**src/rtl/keypad_scanner.sv**
```systemverilog
// keypad_scanner
//
// Scans a 4x4 active-low matrix keypad (Pmod KYPD style). One column is
// driven low at a time for SCAN_DIV cycles. The rows are sampled at the
// end of each column's dwell and assembled into a 16-bit snapshot of
// pressed keys. A full snapshot must repeat for DEBOUNCE_SCANS scans in a
// row before it is accepted. A lone accepted key produces a one-cycle
// event.
//
// Parameters:
//   SCAN_DIV        clock cycles each column is driven (>= 4)
//   DEBOUNCE_SCANS  identical full scans required to accept a snapshot (>= 1)
//
// Ports:
//   clock      system clock, rising edge
//   reset_n    asynchronous active-low reset
//   row[3:0]   keypad rows, active-low, asynchronous to clock
//   col[3:0]   keypad columns, active-low one-hot
//   key_code   {column[1:0], row[1:0]} of the last accepted key
//   key_valid  one-cycle pulse for each newly accepted single key press
//   key_held   high while the accepted key is still pressed
module keypad_scanner #(
  parameter int SCAN_DIV       = 100000,
  parameter int DEBOUNCE_SCANS = 4
) (
  input  logic       clock,
  input  logic       reset_n,
  input  logic [3:0] row,
  output logic [3:0] col,
  output logic [3:0] key_code,
  output logic       key_valid,
  output logic       key_held
);

  localparam int CNT_W = $clog2(SCAN_DIV);
  localparam int STB_W = $clog2(DEBOUNCE_SCANS + 1);
  localparam logic [CNT_W-1:0] CNT_MAX = CNT_W'(SCAN_DIV - 1);
  localparam logic [CNT_W-1:0] CNT_ONE = CNT_W'(1);
  localparam logic [STB_W-1:0] STB_MAX = STB_W'(DEBOUNCE_SCANS);
  localparam logic [STB_W-1:0] STB_ONE = STB_W'(1);

  localparam logic [0:0] IDLE = 1'b0;
  localparam logic [0:0] HELD = 1'b1;

  logic [3:0]       row_meta;
  logic [3:0]       row_sync;
  logic [CNT_W-1:0] dwell_cnt;
  logic [1:0]       col_idx;
  logic [15:0]      snapshot;
  logic [15:0]      prev_snapshot;
  logic [15:0]      accepted;
  logic [STB_W-1:0] stable_cnt;
  logic             eval_pending;
  logic [0:0]       state;

  logic             capture;
  logic             scan_done;
  logic [15:0]      scan_full;
  logic             snap_equal;
  logic [STB_W-1:0] next_stable;
  logic             accept_now;
  logic             single_key;
  logic [3:0]       key_pos;

  // Two-flop synchronizer on the asynchronous rows. Idle rows read as
  // all-high, so the flops reset to 1 to avoid phantom presses.
  always_ff @(posedge clock or negedge reset_n) begin
    if (!reset_n) begin
      row_meta <= 4'b1111;
      row_sync <= 4'b1111;
    end else begin
      row_meta <= row;
      row_sync <= row_meta;
    end
  end

  // The last column of a scan is combined with the captured first three
  // columns, so the completed snapshot is available on the capture cycle
  // itself. The "first reaches" test keeps a saturated count from
  // re-accepting the same snapshot every scan.
  always_comb begin
    capture    = (dwell_cnt == CNT_MAX);
    scan_done  = capture && (col_idx == 2'd3);
    scan_full  = {~row_sync, snapshot[11:0]};
    snap_equal = (scan_full == prev_snapshot);
    if (!snap_equal) begin
      next_stable = STB_ONE;
    end else if (stable_cnt == STB_MAX) begin
      next_stable = stable_cnt;
    end else begin
      next_stable = stable_cnt + STB_ONE;
    end
    accept_now = scan_done && (next_stable == STB_MAX) &&
                 !(snap_equal && (stable_cnt == STB_MAX));
  end

  // Column dwell timer and rotation. The rows are captured on the last
  // dwell cycle, and the column advances on the same edge. The new column
  // is therefore driven from the following cycle.
  always_ff @(posedge clock or negedge reset_n) begin
    if (!reset_n) begin
      dwell_cnt <= '0;
      col_idx   <= 2'd0;
      col       <= 4'b1110;
      snapshot  <= '0;
    end else if (capture) begin
      dwell_cnt                 <= '0;
      col_idx                   <= col_idx + 2'd1;
      col                       <= {col[2:0], col[3]};
      snapshot[col_idx*4 +: 4]  <= ~row_sync;
    end else begin
      dwell_cnt <= dwell_cnt + CNT_ONE;
    end
  end

  // Debounce history. A snapshot becomes accepted only after it has
  // repeated for enough consecutive scans. The FSM then gets one
  // evaluation strobe on the next cycle.
  always_ff @(posedge clock or negedge reset_n) begin
    if (!reset_n) begin
      prev_snapshot <= '0;
      stable_cnt    <= '0;
      accepted      <= '0;
      eval_pending  <= 1'b0;
    end else begin
      eval_pending <= accept_now;
      if (scan_done) begin
        prev_snapshot <= scan_full;
        stable_cnt    <= next_stable;
      end
      if (accept_now) begin
        accepted <= scan_full;
      end
    end
  end

  // Exactly-one-key detection and encoding. The bit index already equals
  // {column, row}.
  always_comb begin
    single_key = (accepted != 16'd0) &&
                 ((accepted & (accepted - 16'd1)) == 16'd0);
    key_pos = 4'd0;
    for (int i = 0; i < 16; i++) begin
      if (accepted[i]) begin
        key_pos = 4'(i);
      end
    end
  end

  // Press/release FSM. Once a key is held, any nonzero accepted snapshot
  // keeps the FSM in HELD. A new event therefore always needs a full
  // release first.
  always_ff @(posedge clock or negedge reset_n) begin
    if (!reset_n) begin
      state     <= IDLE;
      key_code  <= 4'd0;
      key_valid <= 1'b0;
      key_held  <= 1'b0;
    end else begin
      key_valid <= 1'b0;
      if (eval_pending) begin
        case (state)
          IDLE: begin
            if (single_key) begin
              key_code  <= key_pos;
              key_valid <= 1'b1;
              key_held  <= 1'b1;
              state     <= HELD;
            end
          end
          default: begin
            if (accepted == 16'd0) begin
              key_held <= 1'b0;
              state    <= IDLE;
            end
          end
        endcase
      end
    end
  end

endmodule

```
**config.mk**
```make
export PLATFORM = sky130hd
export DESIGN_NAME = keypad_scanner
export DESIGN_NICKNAME = d
export VERILOG_FILES = /design/src/rtl/keypad_scanner.sv
export SDC_FILE = /design/constraint.sdc
export NUM_CORES = 1
export LEC_CHECK = 0
export ABC_CLOCK_PERIOD_IN_PS = 3000
export CAP_MARGIN = 15
export CORE_AREA = 2 2 108 110
export DETAILED_ROUTE_END_ITERATION = 8
export DIE_AREA = 0 0 110 112
export GPL_TIMING_DRIVEN = 1
export REMOVE_ABC_BUFFERS = 1
export SETUP_SLACK_MARGIN = 0.3
export SYNTH_ARGS = -nofsm -noshare
export SYNTH_HDL_FRONTEND = slang
export SYNTH_SLANG_ARGS = --single-unit
```
**constraint.sdc**
```tcl
create_clock -name clock -period 3 [get_ports clock]
set_input_delay 0.45 -clock clock [delete_from_list [all_inputs] [get_ports clock]]
set_output_delay 0.45 -clock clock [all_outputs]
set_load 0.02 [all_outputs]
```
==> impl_metrics.env <==
export IMPL_status="complete, no violations"
export IMPL_min_period_ns=2.450
export IMPL_rr_endpoint="accepted[3]"
export IMPL_grt_first_pass_wirelength_um=13560
export IMPL_crit_fanout=16
export IMPL_synth_simple_gate_area_share=0.1551
export IMPL_clockBufferDepth=2
export IMPL_slew_headroom=0.4796
export IMPL_vias_per_cell=5.093
export IMPL_start_util=0.3610
export IMPL_worst_slew_pin_slew_ns=0.7735
export IMPL_core_area_mm2=0.01117
export IMPL_drive_gt1_frac=0.2070
export IMPL_worst_setup_path_start_kind="register"
export IMPL_postCtsSetupBuffers=0
export IMPL_port_buffers=15
export IMPL_ys_types=54
export IMPL_grtUsageTotal=0.1442
export IMPL_ys_top_cells_by_area="dfrtp_1 47%, mux2_2 8.1%, dfstp_2 7.2%"
export IMPL_maxCapViolCount=0
export IMPL_fmax_ghz=0.4082
export IMPL_cp_top_family="simple AND/OR/NAND/NOR gates"
export IMPL_fin_crit_sh=0.8167
export IMPL_ff2ff_setup_slack_ns=0.55
export IMPL_critical_path_cell_chain="xnor2_1 -> nor4_1 -> nand4_1 -> nor4_4 -> buf_4 -> mux2_2"
export IMPL_numCtsBuffers=9
export IMPL_stdcell_count=515
export IMPL_gp_congestion=0.7843
export IMPL_die_y_um=112
export IMPL_insertion_delay_ns=0.34
export IMPL_wirelength_um=7772
export IMPL_multiInputGateArea_mm2=0.001783
export IMPL_antenna_found_initial=0
export IMPL_p_per_area_mw_per_mm2=501.4
export IMPL_holdWs_ns=0.1263
export IMPL_initialDrtViolationCount=125
export IMPL_rr_worst_depth=6
export IMPL_antenna_left=0
export IMPL_syn_avg_cell_area_um2=11.76
export IMPL_vias=2623
export IMPL_peakVddDrop_mv=0.2809
export IMPL_ys_seq_elements=86
export IMPL_synthArstFlopShare=1.000
export IMPL_rr_startpoint="row_sync[0]"
export IMPL_grt_pass1_vias=2719
export IMPL_place_inst=499
export IMPL_final_setup_tns_ns=0
export IMPL_place_ws_ns=0.5256
export IMPL_power_mw=2.340
export IMPL_synth_top_area_frac=0.4653
export IMPL_final_nets=381
export IMPL_setup_viol=0
export IMPL_hold_viol_final=0
export IMPL_leakage_nw=2.117
export IMPL_antenna_cells=0
export IMPL_dieArea_mm2=0.01232
export IMPL_fillCellCount=1053
export IMPL_wire_per_inst_um=15.09
export IMPL_skew_ns=0.008159
export IMPL_synthXorXnorAreaFrac=0.06514
export IMPL_cts_sinks=86
export IMPL_synth_ff_type="dfrtp_1"
export IMPL_synthMuxAreaShare=0.1058
export IMPL_synth_seq_area_share=0.5369
export IMPL_syn_instance_count=343
export IMPL_cts_tree="done"
export IMPL_hpwlAfterDp_um=5594
export IMPL_holdBufCountCts=0
export IMPL_overflow=0
export IMPL_synthTopCellsByCount="75 x dfrtp_1, 29 x mux2_2, 28 x nand2_1, 22 x nor2_1, 16 x xor2_1"
export IMPL_grt_max_degree=53
export IMPL_clkSlewWorstSetupHoldPaths_ns=0.07
export IMPL_die_x_um=110
export IMPL_synth_top_family_by_area="simple AND/OR/NAND/NOR gates"
export IMPL_ios=16
export IMPL_root_buffer="clkbuf_16"
export IMPL_drv_slew=0
export IMPL_drc=0
export IMPL_cp_slowest_cell="dfstp_2"
export IMPL_critPathCaptureType="register"
export IMPL_criticalPathCategory="register to register"
export IMPL_grt_setup_unrepaired="false"
export IMPL_synth_edff_count=0
export IMPL_finalWorstSetupSlack_ns=0.5500
export IMPL_synth_largest_area_cell="dfrtp_1"
export IMPL_seqCellArea_mm2=0.002166
export IMPL_first_pass_iters=4
export IMPL_arrival_ns=2.67
export IMPL_hold_class="primary input to async pin"
export IMPL_synth_area_mm2=0.004034
export IMPL_required_ns=3.22
export IMPL_synth_compound_area_frac=0.08623
export IMPL_synth_most_common_cell="dfrtp_1"
export IMPL_num_rows=39
export IMPL_syn2layout_area_growth_pct=15.69
export IMPL_critical_path_buf_inv_count=1
export IMPL_crit_path_max_incr_delay_ns=0.62
export IMPL_ctsResizeCount=0
export IMPL_yosysWarnings=0
export IMPL_synthAdderAreaFrac=0.02978
export IMPL_cts_htree_levels=3
==> area by class of cell <==
cell class,instances,area share
inverters,13,0.01046
flip-flops and latches,86,0.4641
well taps,143,0.03834
clock inverters,6,0.01421
multi-input cells,237,0.3820
clock buffers,10,0.05121
repair buffers,20,0.03968
==> placed cells by master, fill, tap and decap left out, types with 4 or more instances in the layout <==
master           netlist  final
dfrtp_1               75     75
mux2_2                29     29
nand2_1               28     28
nor2_1                22     22
xor2_1                16     16
xnor2_1               14     14
o31ai_1               14     14
clkdlybuf4s50_1        0     14
inv_1                 13     13
o21ai_0               12     12
nor4_1                11     11
dfstp_2               11     11
nand3_1               10     10
clkbuf_16              0      9
ha_1                   8      8
buf_4                  0      6
and3_1                 5      5
a21oi_1                5      5
and4_1                 4      4
mux2i_1                4      4
mux2_4                 4      4
==> state kept, by name (all words and copies together) (netlist names) <==
| signal | flops |
|---|---|
| key_code | 4 |
| col_idx | 2 |
| state | 1 |
| prev_snapshot | 16 |
| dwell_cnt | 17 |
| snapshot | 12 |
| key_valid | 1 |
| eval_pending | 1 |
| row_meta | 4 |
| key_held | 1 |
| stable_cnt | 3 |
| accepted | 16 |
| col | 4 |
| row_sync | 4 |
==> per-layer routing <==
layer / vias up / wire, µm / global-route usage
met2: 40 / 3547 / 0.2098
met5: - / 0 / 0
li1: 1285 / - / -
met3: 16 / 208 / 0.02927
met4: 0 / 198 / 0.07257
met1: 1282 / 3817 / 0.2027
==> how the worst max path moves through the flow <==
| stage | from | end | slack (ns) | depth (start not counted) |
|---|---|---|---|---|
| 2_1_floorplan | dwell_cnt[0] | accepted[0] | 0.27 | 6 |
| 3_3_place_gp | row_sync[0] | accepted[1] | 0.52 | 6 |
| 3_5_place_dp | row_sync[0] | accepted[8] | 0.53 | 6 |
| 4_1_cts | row_sync[0] | accepted[4] | 0.51 | 6 |
| 5_1_grt | row_sync[0] | accepted[4] | 0.35 | 6 |
| 6_report | row_sync[0] | accepted[3] | 0.55 | 6 |
==> kinds of logic after synthesis <==
| logic type | count (synthesis) |
|---|---|
| AOI/OAI and AO/OA | 49 |
| xor gates and xnor gates | 30 |
| adders and majority gates | 10 |
| buffers and inverters | 20 |
| DFF | 86 |
| muxes | 37 |
| and+or+nand+nor | 111 |
==> where the power goes <==
part / internal [mW] / switching (mW)
Clock: 0.672 / 0.453
Combinational: 0.0104 / 0.0277
Sequential: 1.17 / 0.00771
==> stage by stage <==
stage / cell area, µm² / util
finish: 4667 / 0.4176
global route: 4667 / 0.4176
CTS: 4667 / 0.4176
detailed placement: 4362 / 0.3903
global placement: 4362 / 0.3903
floorplan: 3998 / -
Note: power is estimated with default switching activity, not from simulation.
==> RTL change 1 (same flow settings) <==
`DEBOUNCE_SCANS`: 4 -> 2.
--- a/src/rtl/keypad_scanner.sv
+++ b/src/rtl/keypad_scanner.sv
@@ -21,7 +21,7 @@
 //   key_held   high while the accepted key is still pressed
 module keypad_scanner #(
   parameter int SCAN_DIV       = 100000,
-  parameter int DEBOUNCE_SCANS = 4
+  parameter int DEBOUNCE_SCANS = 2
 ) (
   input  logic       clock,
   input  logic       reset_n,
Formal check against the unedited RTL: no difference found for any inputs over 10 cycles, from zero or initial values and one cycle with reset_n low; that may be too few to reach the edited logic, so the function may still have changed.
==> RTL change 1 against the unedited design <==
Clock power up 5%; sequential cell count fell by 1; wire length decreased by 4.2%; via count is 2.9% lower; setup slack worse by 34 ps; global-route usage shrank 0.98 points; synthesized area down 3.3%; fmax shrank 1.4%; total power rose by 1.8%; first-iteration DRC count up 2.4%; final area decreased by 2.6%; non-clock buffer count unchanged; critical path type unchanged; critical endpoint is now key_code[3]; largest power group is now clock.
==> RTL change 1: results <==
export IMPL_drt_iter0_markers=128
export IMPL_dpl_instance_area_sq_um=4190
export IMPL_synth_compound_area_share_pct=8.50
export IMPL_post_cts_buffers=0
export IMPL_synth_distinct_cells=52
export IMPL_globalplace_congestion=0.773
export IMPL_antenna_found_initial=0
export IMPL_first_pass_iters=4
export IMPL_synth_common_cells="dfrtp_1 (74), nand2_1 (31), mux2_2 (22)"
export IMPL_yosysSeqAreaShare_pct=54.9
export IMPL_wl_per_cell_um=14.9
export IMPL_cp_max_fo=8
export IMPL_reg2reg_slack_ps=520
export IMPL_crit_path_start="accepted[5]"
export IMPL_arrival_ps=2700
export IMPL_viasPerCell=5.10
export IMPL_r2r_cells=6
export IMPL_grt_pass1_wl_mm=12.7
export IMPL_synth_mux_area_fraction_pct=10.3
export IMPL_dpl_hpwl_mm=5.25
export IMPL_portBuffers=15
export IMPL_hp_start="row_meta[3]"
export IMPL_drive_gt1_share_pct=18.0
export IMPL_worst_hold_path_type="register to register"
export IMPL_async_flop_share_pct=100
export IMPL_root_buffer="clkbuf_16"
export IMPL_grtUsageTotal_pct=13.4
export IMPL_r2r_end="key_code[3]"
export IMPL_synth_warnings=0
export IMPL_slew_headroom_pct=59.1
export IMPL_hold_path_end="row_sync[3]"
export IMPL_status="finished clean"
export IMPL_leakagePower_uw=0.00197
export IMPL_grt_max_degree=86
export IMPL_reg_top3="dwell_cnt x17, accepted x16, prev_snapshot x16"
export IMPL_synthTopCellsByArea="dfrtp_1 (47%), dfstp_2 (7.4%), mux2_2 (6.4%)"
export IMPL_grt_pass1_vias=2508
export IMPL_synthXorXnorAreaFrac_pct=6.51
export IMPL_numCtsBuffers=9
export IMPL_ir_drop_mv=0.288
export IMPL_nets=365
export IMPL_fin_worst_skew_ps=7.49
export IMPL_diodes=0
export IMPL_h_tree_depth=3
export IMPL_clk_pin_slew_ps=60
export IMPL_yosys_area_share_adder_pct=2.57
export IMPL_min_path_cells=0
## RTL change 1: final cells by class
cell class                      count  area, sq um
Multi-Input combinational cell    222         1650
Sequential cell                    85         2140
Fill cell                        1085         6630
Clock inverter                      5         75.1
Tap cell                          143          179
Clock buffer                       11          243
Inverter                           13         48.8
Timing Repair Buffer               20          208
## RTL change 1: repair_timing
| action | in CTS | in global routing |
|---|---|---|
| resized for setup | 0 | 0 |
| hold endpoints to repair | 0 | 12 |
| hold buffers | 0 | 1 |
## RTL change 1: logic make-up (layout without fill, tap and decap cells)
logic type,Yosys count,after routing
AND/OR/NAND/NOR,100,100
flip-flops,85,85
AO/OA/AOI/OAI,50,50
multiplexers,35,35
XOR/XNOR,29,29
buffers and inverters,23,49
adder cells (fa/ha/maj),8,8
## RTL change 1: where the power goes
part / total [uW] / internal [uW] / leakage [uW] / switching, uW
Clock: 1180 / 748 / 0.000159 / 434
Combinational: 37.3 / 12.4 / 0.000672 / 24.9
Sequential: 1160 / 1160 / 0.00113 / 6.78
Total: 2380 / 1920 / 0.00197 / 466
## RTL change 1: routing by layer
layer	track usage, %	vias to the layer above	routed length (um)	part of all wire, %
li1	-	1222	-	-
met1	18.4	1281	3580	48
met2	20.2	33	3510	47
met3	3.22	11	207	2.8
met4	5.82	0	149	2.0
met5	0	-	0	0
## RTL change 1: through the flow
stage                     hold WS (ps)  std cells  utilization [%]  worst slack [ps]
after floorplan                    154        320                -              -155
after global placement             345        481             37.5               563
after detailed placement           349        481             37.5               521
after CTS                          357        497             40.3               509
after global routing               359        499             40.7               391
final                              356        499             40.7               516
## RTL change 1: critical path: stages (launching register included)
cell	delay [ps]
dfrtp_1	460
nor4_1	580
nand2b_4	130
o41a_1	330
o21ai_1	170
and4_1	360
mux2_4	330
==> RTL change 2 (same flow settings) <==
Made on the original files. Register the output `key_code` once more, cleared by the reset; this adds one clock of latency there. The other outputs are not delayed to match.
--- a/src/rtl/keypad_scanner.sv
+++ b/src/rtl/keypad_scanner.sv
@@ -41,6 +41,8 @@
 
   localparam logic [0:0] IDLE = 1'b0;
   localparam logic [0:0] HELD = 1'b1;
+
+  logic [3:0] key_code_s0;
 
   logic [3:0]       row_meta;
   logic [3:0]       row_sync;
@@ -153,7 +155,7 @@
   always_ff @(posedge clock or negedge reset_n) begin
     if (!reset_n) begin
       state     <= IDLE;
-      key_code  <= 4'd0;
+      key_code_s0 <= 4'd0;
       key_valid <= 1'b0;
       key_held  <= 1'b0;
     end else begin
@@ -162,7 +164,7 @@
         case (state)
           IDLE: begin
             if (single_key) begin
-              key_code  <= key_pos;
+              key_code_s0 <= key_pos;
               key_valid <= 1'b1;
               key_held  <= 1'b1;
               state     <= HELD;
@@ -179,5 +181,13 @@
     end
   end
 
+  always_ff @(posedge clock or negedge reset_n) begin
+    if (!reset_n) begin
+      key_code <= '0;
+    end else begin
+      key_code <= key_code_s0;
+    end
+  end
+
 endmodule
 
Behaviour: no difference found for any inputs over 10 cycles, from zero or initial values and one cycle with reset_n low; that may be too few to reach the edited logic, so the function may still have changed.
==> RTL change 2 against the unedited design <==
Sequential cell count increased by 4; cell count increased by 2.9%; via count increased by 2.2%; die area unchanged; synthesized area increased by 1.9%; global-route usage decreased by 0.46 points; fmax decreased by 11%; total power increased by 1.6%; final area increased by 5.9%; wire length decreased by 0.13%; sequential share of layout area decreased by 0.56 points; setup slack got worse by 300 ps; combinational power decreased by 2%; critical path type unchanged; largest power group unchanged.
==> RTL change 2: results <==
export IMPL_wl_per_cell_um=14.6
export IMPL_cts_resized=2
export IMPL_slowest_delay_ps=540
export IMPL_leakagePower_uw=0.00231
export IMPL_crit_slowest_cell="or4b_4"
export IMPL_dpl_instance_area_sq_um=4510
export IMPL_dp_cells=506
export IMPL_wl_mm=7.76
export IMPL_crit_path_start="dwell_cnt[8]"
export IMPL_status="finished clean"
export IMPL_r2r_cells=7
export IMPL_synth_distinct_cells=48
export IMPL_viasPerCell=5.06
export IMPL_grt_pass1_vias=2672
export IMPL_avgSynthCellArea_sq_um=11.9
export IMPL_yosysSeqAreaShare_pct=55.1
export IMPL_fin_worst_skew_ps=12.0
export IMPL_drt_iter0_markers=90
export IMPL_crit_path_end="accepted[11]"
export IMPL_drive_gt1_share_pct=25.8
export IMPL_grtUsageTotal_pct=14.0
export IMPL_synth_common_cells="dfrtp_1 (79), mux2_2 (37), nor2_1 (32)"
export IMPL_nets=396
export IMPL_globalplace_congestion=0.783
export IMPL_grt_pass1_wl_mm=13.3
export IMPL_grt_max_degree=49
export IMPL_yosys_most_used_dff="dfrtp_1"
export IMPL_cp_max_fo=8
export IMPL_reg2reg_slack_ps=250
export IMPL_post_cts_buffers=2
export IMPL_ir_drop_mv=0.247
export IMPL_dpl_hpwl_mm=5.27
export IMPL_synthTopCellsByArea="dfrtp_1 (48%), mux2_2 (10%), dfstp_2 (7.0%)"
## RTL change 2: cell count changes after synthesis, moves of 5 or more
cell	change
o31ai_1	-13
nor3_1	+5
nor2_1	+10
mux2_2	+8
## RTL change 2: final cells by class
cell class              instances  area [sq um]
inverters                      13          48.8
clock inverters                 3          21.3
repair buffers                 36           339
fillers                      1036          6230
multi-input cells             232          1810
flip-flops and latches         90          2270
clock buffers                  13           280
well taps                     143           179
## RTL change 2: cell families (layout without fill, tap and decap cells)
group	after synthesis	count (layout)	share of synthesized area, %
simple gates	113	113	14.4
mux	48	48	13.6
xor+xnor	30	30	6.39
fa+ha+maj	9	9	2.68
flops	90	90	55.1
buf+inv	22	65	2.22
compound gates	32	32	5.57
## RTL change 2: report_power, final
part / switching, uW / total (uW) / internal [uW]
combinational: 27.2 / 37.4 / 10.3
clock: 457 / 1110 / 652
sequential: 7.71 / 1230 / 1220
total: 492 / 2380 / 1890
## RTL change 2: metal layers
metal	GRT usage [%]	vias to the layer above	routed length (um)
li1	-	1298	-
met1	19.3	1331	3760
met2	20.8	40	3640
met3	3.81	11	244
met4	5.40	0	116
met5	0	-	0
## RTL change 2: worst min-delay path by stage
stage / slack, ps / end / from
final: 130 / key_held / reset_n
after global routing: 170 / key_held / reset_n
after CTS: 150 / key_held / reset_n
after detailed placement: 350 / row_sync[1] / row_meta[1]
after global placement: 350 / row_sync[3] / row_meta[3]
after floorplan: 150 / accepted[0] / reset_n
## RTL change 2: through the flow
step	hold slack [ps]	power, uW	utilization [%]	TNS, ps	setup WS [ps]
2_1_floorplan	154	1260	-	-4650	-365
3_3_place_gp	346	1290	40.3	0	122
3_5_place_dp	347	1290	40.3	0	77.4
4_1_cts	152	2420	43.2	0	211
5_1_grt	173	2470	44.2	0	173
6_report	126	2380	44.2	0	246
